--- src/rtl/corevx_mmu_pkg.sv ---
// Shared types and widths for the corevx MMU page-table-walk path.
// Holds the arbiter state encoding and the PTW result payload.
package corevx_mmu_pkg;

    localparam int unsigned VPN_W         = 20;
    localparam int unsigned PPN_W         = 22;
    localparam int unsigned ACCESS_BITS_W = 8;

    typedef enum logic [1:0] {
        IDLE    = 2'd0,
        ISSUE   = 2'd1,
        WAIT    = 2'd2,
        RESPOND = 2'd3
    } arb_state_e;

    typedef struct packed {
        logic                     pagefault;
        logic                     accessfault;
        logic [ACCESS_BITS_W-1:0] access_bits;
        logic [PPN_W-1:0]         ppn;
    } ptw_result_t;

endpackage

--- src/rtl/corevx_rr_picker.sv ---
// Combinational round-robin picker: first set request bit after last_grant,
// wrapping around NUM_REQ.
module corevx_rr_picker #(
    parameter int unsigned NUM_REQ = 2,
    parameter int unsigned IDX_W   = 1
) (
    input  logic [NUM_REQ-1:0] req,
    input  logic [IDX_W-1:0]   last_grant,
    output logic [IDX_W-1:0]   grant,
    output logic               any
);

    function automatic logic [IDX_W-1:0] wrap_idx(input logic [IDX_W-1:0] base,
                                                  input int unsigned       off);
        int unsigned sum;
        sum = 32'(base) + off + 32'd1;
        return IDX_W'(sum % NUM_REQ);
    endfunction

    always_comb begin
        grant = '0;
        any   = 1'b0;
        for (int unsigned k = 0; k < NUM_REQ; k++) begin
            if (!any && req[wrap_idx(last_grant, k)]) begin
                grant = wrap_idx(last_grant, k);
                any   = 1'b1;
            end
        end
    end

endmodule

--- src/rtl/corevx_ptw_arbiter.sv ---
// Shares one page-table walker between NUM_REQ MMU requesters with round-robin
// grant, snapshotting VPN and matp at grant time and routing the result back.
module corevx_ptw_arbiter
    import corevx_mmu_pkg::*;
#(
    parameter int unsigned NUM_REQ = 2
) (
    input  logic                       clk,
    input  logic                       rst_n,
    input  logic [NUM_REQ-1:0]         req_valid,
    input  logic [NUM_REQ*VPN_W-1:0]   req_vaddr,
    output logic [NUM_REQ-1:0]         resp_done,
    output logic                       resp_pagefault,
    output logic                       resp_accessfault,
    output logic [ACCESS_BITS_W-1:0]   resp_access_bits,
    output logic [PPN_W-1:0]           resp_physical_address,
    input  logic                       csr_matp_mode,
    input  logic [PPN_W-1:0]           csr_matp_ppn,
    output logic                       ptw_resolve_request,
    input  logic                       ptw_resolve_ack,
    output logic [VPN_W-1:0]           ptw_virtual_address,
    input  logic                       ptw_resolve_done,
    input  logic                       ptw_resolve_pagefault,
    input  logic                       ptw_resolve_accessfault,
    input  logic [ACCESS_BITS_W-1:0]   ptw_resolve_access_bits,
    input  logic [PPN_W-1:0]           ptw_resolve_physical_address,
    output logic                       ptw_matp_mode,
    output logic [PPN_W-1:0]           ptw_matp_ppn
);

    localparam int unsigned IDX_W = $clog2(NUM_REQ);

    arb_state_e         r_state;
    arb_state_e         w_state_nxt;
    logic [IDX_W-1:0]   r_grant;
    logic [IDX_W-1:0]   w_grant;
    logic               w_any;
    logic [VPN_W-1:0]   w_vaddr;
    logic [VPN_W-1:0]   r_vaddr;
    logic               r_matp_mode;
    logic [PPN_W-1:0]   r_matp_ppn;
    logic               r_ptw_req;
    ptw_result_t        r_result;

    corevx_rr_picker #(
        .NUM_REQ (NUM_REQ),
        .IDX_W   (IDX_W)
    ) u_picker (
        .req        (req_valid),
        .last_grant (r_grant),
        .grant      (w_grant),
        .any        (w_any)
    );

    always_comb begin
        w_vaddr = '0;
        for (int unsigned i = 0; i < NUM_REQ; i++) begin
            if (w_grant == IDX_W'(i)) begin
                w_vaddr = req_vaddr[i*VPN_W +: VPN_W];
            end
        end
    end

    always_ff @(posedge clk or negedge rst_n) begin
        if (!rst_n) begin
            r_state <= IDLE;
        end else begin
            r_state <= w_state_nxt;
        end
    end

    always_comb begin
        w_state_nxt = r_state;
        case (r_state)
            IDLE:    if (w_any)            w_state_nxt = ISSUE;
            ISSUE:   if (ptw_resolve_ack)  w_state_nxt = WAIT;
            WAIT:    if (ptw_resolve_done) w_state_nxt = RESPOND;
            RESPOND:                       w_state_nxt = IDLE;
            default:                       w_state_nxt = IDLE;
        endcase
    end

    // Grant snapshot is frozen from grant until the next IDLE decision.
    always_ff @(posedge clk or negedge rst_n) begin
        if (!rst_n) begin
            r_grant     <= IDX_W'(NUM_REQ - 1);
            r_vaddr     <= '0;
            r_matp_mode <= 1'b0;
            r_matp_ppn  <= '0;
            r_ptw_req   <= 1'b0;
            r_result    <= '0;
        end else begin
            r_ptw_req <= (w_state_nxt == ISSUE);
            if (r_state == IDLE && w_any) begin
                r_grant     <= w_grant;
                r_vaddr     <= w_vaddr;
                r_matp_mode <= csr_matp_mode;
                r_matp_ppn  <= csr_matp_ppn;
            end
            if (r_state == WAIT && ptw_resolve_done) begin
                r_result.pagefault   <= ptw_resolve_pagefault;
                r_result.accessfault <= ptw_resolve_accessfault;
                r_result.access_bits <= ptw_resolve_access_bits;
                r_result.ppn         <= ptw_resolve_physical_address;
            end
        end
    end

    // Pulse only if the requester is still waiting; a dropped request discards the result.
    always_comb begin
        resp_done = '0;
        if (r_state == RESPOND && req_valid[r_grant]) begin
            resp_done[r_grant] = 1'b1;
        end
    end

    assign resp_pagefault        = r_result.pagefault;
    assign resp_accessfault      = r_result.accessfault;
    assign resp_access_bits      = r_result.access_bits;
    assign resp_physical_address = r_result.ppn;
    assign ptw_resolve_request   = r_ptw_req;
    assign ptw_virtual_address   = r_vaddr;
    assign ptw_matp_mode         = r_matp_mode;
    assign ptw_matp_ppn          = r_matp_ppn;

endmodule

--- config.mk ---
export PLATFORM = sky130hd
export DESIGN_NAME = corevx_ptw_arbiter
export DESIGN_NICKNAME = d
export VERILOG_FILES = /design/src/rtl/corevx_mmu_pkg.sv /design/src/rtl/corevx_rr_picker.sv /design/src/rtl/corevx_ptw_arbiter.sv
export SDC_FILE = /design/constraint.sdc
export NUM_CORES = 1
export LEC_CHECK = 0
export CAP_MARGIN = 40
export CORE_UTILIZATION = 30
export CTS_CLUSTER_DIAMETER = 40
export DETAILED_ROUTE_END_ITERATION = 8
export GPL_TIMING_DRIVEN = 1
export PLACE_DENSITY_LB_ADDON = 0.2
export REMOVE_ABC_BUFFERS = 1
export SLEW_MARGIN = 10
export SYNTH_ARGS = -nofsm -noshare
export SYNTH_HDL_FRONTEND = slang
export SYNTH_SLANG_ARGS = --single-unit
--- constraint.sdc ---
create_clock -name clk -period 1.9 [get_ports clk]
set_input_delay 0.38 -clock clk [delete_from_list [all_inputs] [get_ports clk]]
set_output_delay 0.38 -clock clk [all_outputs]
set_load 0.05 [all_outputs]
==> flow_metrics.py, run 1 <==
metrics = {
    "sta": {
        "whs_ns": 0.468,
        "period_needed_ns": 1.85,
        "relSlewSlack": 0.651,
        "finalMaxSlewViolations": 0,
        "skew_ns": 0.0165,
        "max_freq_ghz": 0.540,
        "final_hold_viol_count": 0,
        "setup_violations": 0,
        "setup_tns_ns": 0,
        "fin_crit_sh": 0.975,
        "rsz0062_at_grt": "false",
        "worst_pin_slew_ns": 0.523,
    },
    "pwr": {
        "p_seq_frac": 0.284,
        "totalPowerFinal_uw": 10600,
        "p_switching_uw": 5270,
        "ir_drop_mv": 0.925,
        "comb_power_share": 0.605,
        "p_clk_frac": 0.111,
        "power_leakage_uw": 0.00252,
        "cellPowerDensity_nw_per_um2": 1950,
        "swShare": 0.500,
        "internal_power_uw": 5280,
    },
    "final_layout": {
        "stdcell_area_um2": 5420,
        "fillers": 942,
        "antenna_cells": 0,
        "drive_above_1_share": 0.242,
        "nets": 534,
        "post-route-util": 0.520,
        "final_common_cell": "clkdlybuf4s50_1",
        "area_growth_pct": 67.0,
        "most-common-layout-cells": "clkdlybuf4s50_1, dfrtp_1, dlygate4sd2_1",
    },
    "routing": {
        "first_iter_violations": 90,
        "via_count": 2631,
        "first_pass_iters": 4,
        "drc": 0,
        "routed_wirelength_mm": 8.69,
        "ant_nets": 0,
        "via_per_inst": 4.58,
        "wl_per_cell_um": 15.1,
    },
    "job": {
        "drv_cap": 0,
    },
    "clocking": {
        "root_buffer": "clkbuf_8",
        "cts_buffers": 9,
        "clockBufferDepth": 2,
        "clk_pin_slew_ns": 0.09,
        "clk_latency_ns": 0.35,
        "cts_tree": "yes",
        "postCtsSetupBuffers": 0,
        "cts_num_sinks": 79,
        "h-tree-depth": 3,
    },
    "critical_path": {
        "cp_top_family": "buffers and inverters",
        "crit_buf_inv": 1,
        "cpMaxStageDelayCell": "clkdlybuf4s50_1",
        "crit_path_start_kind": "register",
        "critPathMaxFanout": 2,
        "critPathMaxStageDelay_ns": 0.79,
        "critPathRequiredTime_ns": 1.52,
        "crit_chain": "clkdlybuf4s50_1",
        "crit_path_end_kind": "output pin",
        "arrival_ns": 1.47,
        "critPathKind": "register to output pin",
    },
    "yosys": {
        "netlist_area_um2": 3250,
        "yosysSeqAreaShare": 0.609,
        "synth_top_family_by_area": "multiplexers",
        "synth_area_leaders": "dfrtp_1, mux2_2, mux2_4",
        "synth_warnings": 0,
        "synth_cells": 247,
        "synthMuxAreaShare": 0.213,
        "ys_ff_latch": 79,
        "synth_top_area_cell": "dfrtp_1",
        "synth_xor_area_frac": 0,
        "synth_compound_area_frac": 0.0829,
        "synthSimpleGateAreaFrac": 0.0647,
        "postSynthAreaPerCell_um2": 13.1,
        "synth.top_cell.area_share": 0.601,
        "synthAdderAreaFrac": 0,
        "synth.distinct_cells": 22,
    },
    "grt": {
        "antenna_found_initial": 0,
        "grt_max_degree": 41,
        "grt_pass1_wl_mm": 13.9,
        "grt_pass1_vias": 2635,
        "grt_overflow": 0,
        "grt_usage": 0.159,
    },
    "floorplanning": {
        "die_w_um": 106,
        "die_h_um": 106,
        "rows": 37,
        "die_area_um2": 11200,
        "io_pins": 179,
        "core_area_um2": 10400,
        "start_util": 0.312,
    },
    "hold_path": {
        "hp-class": "input pin to asynchronous set/reset pin",
    },
    "placed_design": {
        "io_buffer_count": 178,
        "post_dp_cell_area_um2": 5230,
        "dp_hpwl_mm": 6.34,
        "place_congestion": 0.749,
    },
    "status": {
        "status": "complete, no violations",
    },
}
==> synth_stat cells, drive strengths merged <==
cell type,n
inv,1
nand3b,1
and4,1
clkbuf,8
a21oi,21
nand2,41
nand3,1
a21bo,1
a21boi,1
dfstp,1
dfrtp,78
or2,1
nor2,2
and2,1
a31oi,21
o21ai,3
and4b,1
buf,8
mux2,55
==> sequential cells by signal, indices dropped and copies added (netlist names) <==
| name | count |
|---|---|
| ptw_matp_ppn | 22 |
| resp_physical_address | 22 |
| ptw_virtual_address | 20 |
| resp_access_bits | 8 |
| r_state | 2 |
| ptw_matp_mode | 1 |
| ptw_resolve_request | 1 |
| r_grant | 1 |
| resp_accessfault | 1 |
| resp_pagefault | 1 |
==> path summary, 6_finish.rpt <==
check,slack (ns),from,cells past startpoint,to
setup / recovery,0.05,resp_physical_address[12],1,resp_physical_address[12]
hold / removal,0.47,rst_n,2,resp_accessfault
setup reg to reg,0.48,r_state[0],4,ptw_matp_ppn[17]
hold reg to reg,0.50,resp_physical_address[7],1,resp_physical_address[7]
max in group asynchronous,0.85,rst_n,3,ptw_virtual_address[1]
min in group clk,0.50,resp_physical_address[7],1,resp_physical_address[7]
==> cell type report <==
class / count / area [um^2] / area share
flip-flops and latches: 79 / 1980 / 0.365
multi-input cells: 151 / 1170 / 0.216
clock buffers: 9 / 124 / 0.0228
well taps: 136 / 170 / 0.0314
clock inverters: 7 / 66.3 / 0.0122
inverters: 1 / 3.75 / 0.000692
repair buffers: 191 / 1910 / 0.352
==> metrics by stage <==
stage          setup slack, ns  std cells
2_1_floorplan          -0.0780        231
3_5_place_dp            0.0729        557
5_1_grt                0.00125        574
3_3_place_gp            0.0823        557
4_1_cts                0.00113        574
6_report                0.0471        574
==> power groups by stage <==
stage,sequential (uW),combinational (uW),clock [uW]
after detailed placement,3050,6780,0
after floorplan,5910,1460,0
final,3000,6380,1170
after CTS,3020,6460,1220
after global placement,3030,6720,0
after global routing,3120,6650,1310
==> cells by family (layout without fill, tap and decap cells) <==
| group | Yosys count | count (layout) |
|---|---|---|
| buf+inv | 17 | 208 |
| compound gates | 47 | 47 |
| mux | 55 | 55 |
| simple gates | 49 | 49 |
| flops | 79 | 79 |
==> per-layer routing <==
layer | up-vias | track usage | part of all wire
li1 | 1244 | - | -
met2 | 116 | 0.258 | 0.47
met5 | - | 0 | 0
met4 | 0 | 0.0565 | 0.018
met1 | 1258 | 0.203 | 0.44
met3 | 13 | 0.0423 | 0.072
==> timing repair <==
item,4_1_cts,5_1_grt
resized for setup,42,16
hold buffers,1,0
endpoints found under the hold margin,17,0
setup endpoints to repair,42,16
Power figures use the tool's default switching activity.
==> run 2, diff against run 1 <==
--- a/config.mk
+++ b/config.mk
@@ -7,11 +7,9 @@
 export LEC_CHECK = 0
 export CAP_MARGIN = 40
 export CORE_UTILIZATION = 30
-export CTS_CLUSTER_DIAMETER = 40
 export DETAILED_ROUTE_END_ITERATION = 8
 export GPL_TIMING_DRIVEN = 1
 export PLACE_DENSITY_LB_ADDON = 0.2
-export REMOVE_ABC_BUFFERS = 1
 export SLEW_MARGIN = 10
 export SYNTH_ARGS = -nofsm -noshare
 export SYNTH_HDL_FRONTEND = slang
==> flow_metrics.py, run 2 (same netlist as run 1, synthesis figures left out) <==
metrics = {
    "critical_path": {
        "reg2reg_slack_ns": 0.47,
        "cp_num_cells": 4,
        "crit_path_start": "req_valid[0]",
        "critPathKind": "input pin to output pin",
        "r2r_cells": 4,
        "cpMaxStageDelayCell": "clkdlybuf4s50_1",
        "crit_buf_inv": 3,
        "cp_top_family": "buffers and inverters",
        "crit_path_end_kind": "output pin",
        "crit_chain": "clkdlybuf4s50_1 > buf_4 > and4b_1 > buf_12",
        "arrival_ns": 1.38,
        "crit-reg2reg-launch": "r_state[0]",
        "reg2reg_to": "ptw_matp_ppn[0]",
        "critPathRequiredTime_ns": 1.52,
        "crit_path_start_kind": "input pin",
        "critPathMaxStageDelay_ns": 0.47,
        "critPathMaxFanout": 4,
    },
    "routing": {
        "via_count": 2620,
        "routed_wirelength_mm": 8.31,
        "ant_nets": 0,
        "first_pass_iters": 4,
        "first_iter_violations": 84,
        "drc": 0,
        "wl_per_cell_um": 14.5,
        "via_per_inst": 4.56,
    },
    "pwr": {
        "cellPowerDensity_nw_per_um2": 1950,
        "ir_drop_mv": 0.892,
        "power_leakage_uw": 0.00258,
    },
    "final_layout": {
        "area_growth_pct": 67.8,
        "nets": 534,
        "fillers": 930,
        "final_common_cell": "clkdlybuf4s50_1",
        "post-route-util": 0.523,
        "antenna_cells": 0,
        "drive_above_1_share": 0.244,
        "most-common-layout-cells": "clkdlybuf4s50_1, dfrtp_1, nand2_1",
    },
    "clocking": {
        "cts_tree": "yes",
        "clk_pin_slew_ns": 0.09,
        "h-tree-depth": 3,
        "cts_num_sinks": 79,
        "cts_buffers": 9,
        "clk_latency_ns": 0.34,
        "root_buffer": "clkbuf_8",
        "clockBufferDepth": 2,
    },
    "grt": {
        "grt_pass1_wl_mm": 13.2,
        "grt_pass1_vias": 2663,
        "grt_max_degree": 41,
        "grt_usage": 0.151,
        "grt_overflow": 0,
        "antenna_found_initial": 0,
    },
    "sta": {
        "rsz0062_at_grt": "false",
        "skew_ns": 0.0156,
        "relSlewSlack": 0.653,
        "worst_pin_slew_ns": 0.520,
        "period_needed_ns": 1.76,
        "fin_crit_sh": 0.924,
        "max_freq_ghz": 0.570,
        "final_hold_viol_count": 0,
        "whs_ns": 0.430,
        "finalMaxSlewViolations": 0,
        "setup_violations": 0,
        "setup_tns_ns": 0,
    },
    "hold_path": {
        "hp-class": "input pin to asynchronous set/reset pin",
    },
    "floorplanning": {
        "io_pins": 179,
        "die_area_um2": 11200,
        "die_w_um": 106,
        "core_area_um2": 10400,
        "start_util": 0.312,
        "rows": 37,
        "die_h_um": 106,
    },
    "yosys": {
        "syn-num-nets": 348,
    },
    "placed_design": {
        "io_buffer_count": 178,
        "place_congestion": 0.786,
        "dp_hpwl_mm": 6.14,
    },
    "status": {
        "status": "complete, no violations",
    },
    "job": {
        "drv_cap": 0,
    },
}
-- run 2: cell types whose count changed in the layout (fill, tap and decap cells not counted), sizes merged --
cell,change
inv,+1
clkdlybuf4s50,-2
bufinv,+1
clkinvlp,-1
clkinv,-1
dlymetal6s2s,+5
buf,+1
dlygate4sd2,-4
-- run 2: routing by layer --
| metal | vias to the layer above | part of all wire | track usage |
|---|---|---|---|
| li1 | 1247 | - | - |
| met1 | 1234 | 0.45 | 0.199 |
| met2 | 134 | 0.44 | 0.231 |
| met3 | 5 | 0.094 | 0.0582 |
| met4 | 0 | 0.0099 | 0.0417 |
| met5 | - | 0 | 0 |
-- run 2: worst max-delay path by stage --
| stage | endpoint | slack [ns] |
|---|---|---|
| 2_1_floorplan | ptw_matp_ppn[10] | 0.46 |
| 3_3_place_gp | ptw_matp_ppn[1] | 0.1 |
| 3_5_place_dp | ptw_matp_ppn[1] | 0.09 |
| 4_1_cts | ptw_matp_ppn[2] | 0.0005 |
| 5_1_grt | resp_done[0] | 0.10 |
| 6_report | resp_done[0] | 0.14 |
-- run 2: repair_timing --
action	in CTS	in global routing
setup buffers	0	0
setup endpoints to repair	38	21
hold buffers	1	0
endpoints found under the hold margin	13	0
gates resized for setup	38	21
-- run 2: layout make-up --
type / instances / area [um^2] / area share
well taps: 136 / 170 / 0.0312
flip-flops and latches: 79 / 1980 / 0.363
repair buffers: 191 / 1920 / 0.353
inverters: 1 / 3.75 / 0.000689
clock buffers: 9 / 124 / 0.0227
multi-input cells: 151 / 1170 / 0.215
clock inverters: 7 / 77.6 / 0.0142
-- run 2: where the power goes --
part | switching (uW) | leakage (uW) | total [uW] | internal, uW
combinational | 4120 | 0.00156 | 6370 | 2250
sequential | 464 | 0.000922 | 3010 | 2550
clock | 635 | 0.000101 | 1260 | 621
total | 5220 | 0.00258 | 10600 | 5420
-- run 2: metrics by stage --
step	cells	setup WS [ns]	instance area [um^2]	total power (uW)
finish	574	0.145	5450	10600
global route	574	0.101	5450	11200
CTS	574	0.000471	5400	10800
detailed placement	557	0.0889	5230	9790
global placement	557	0.0995	5230	9720
floorplan	247	0.457	3250	7490
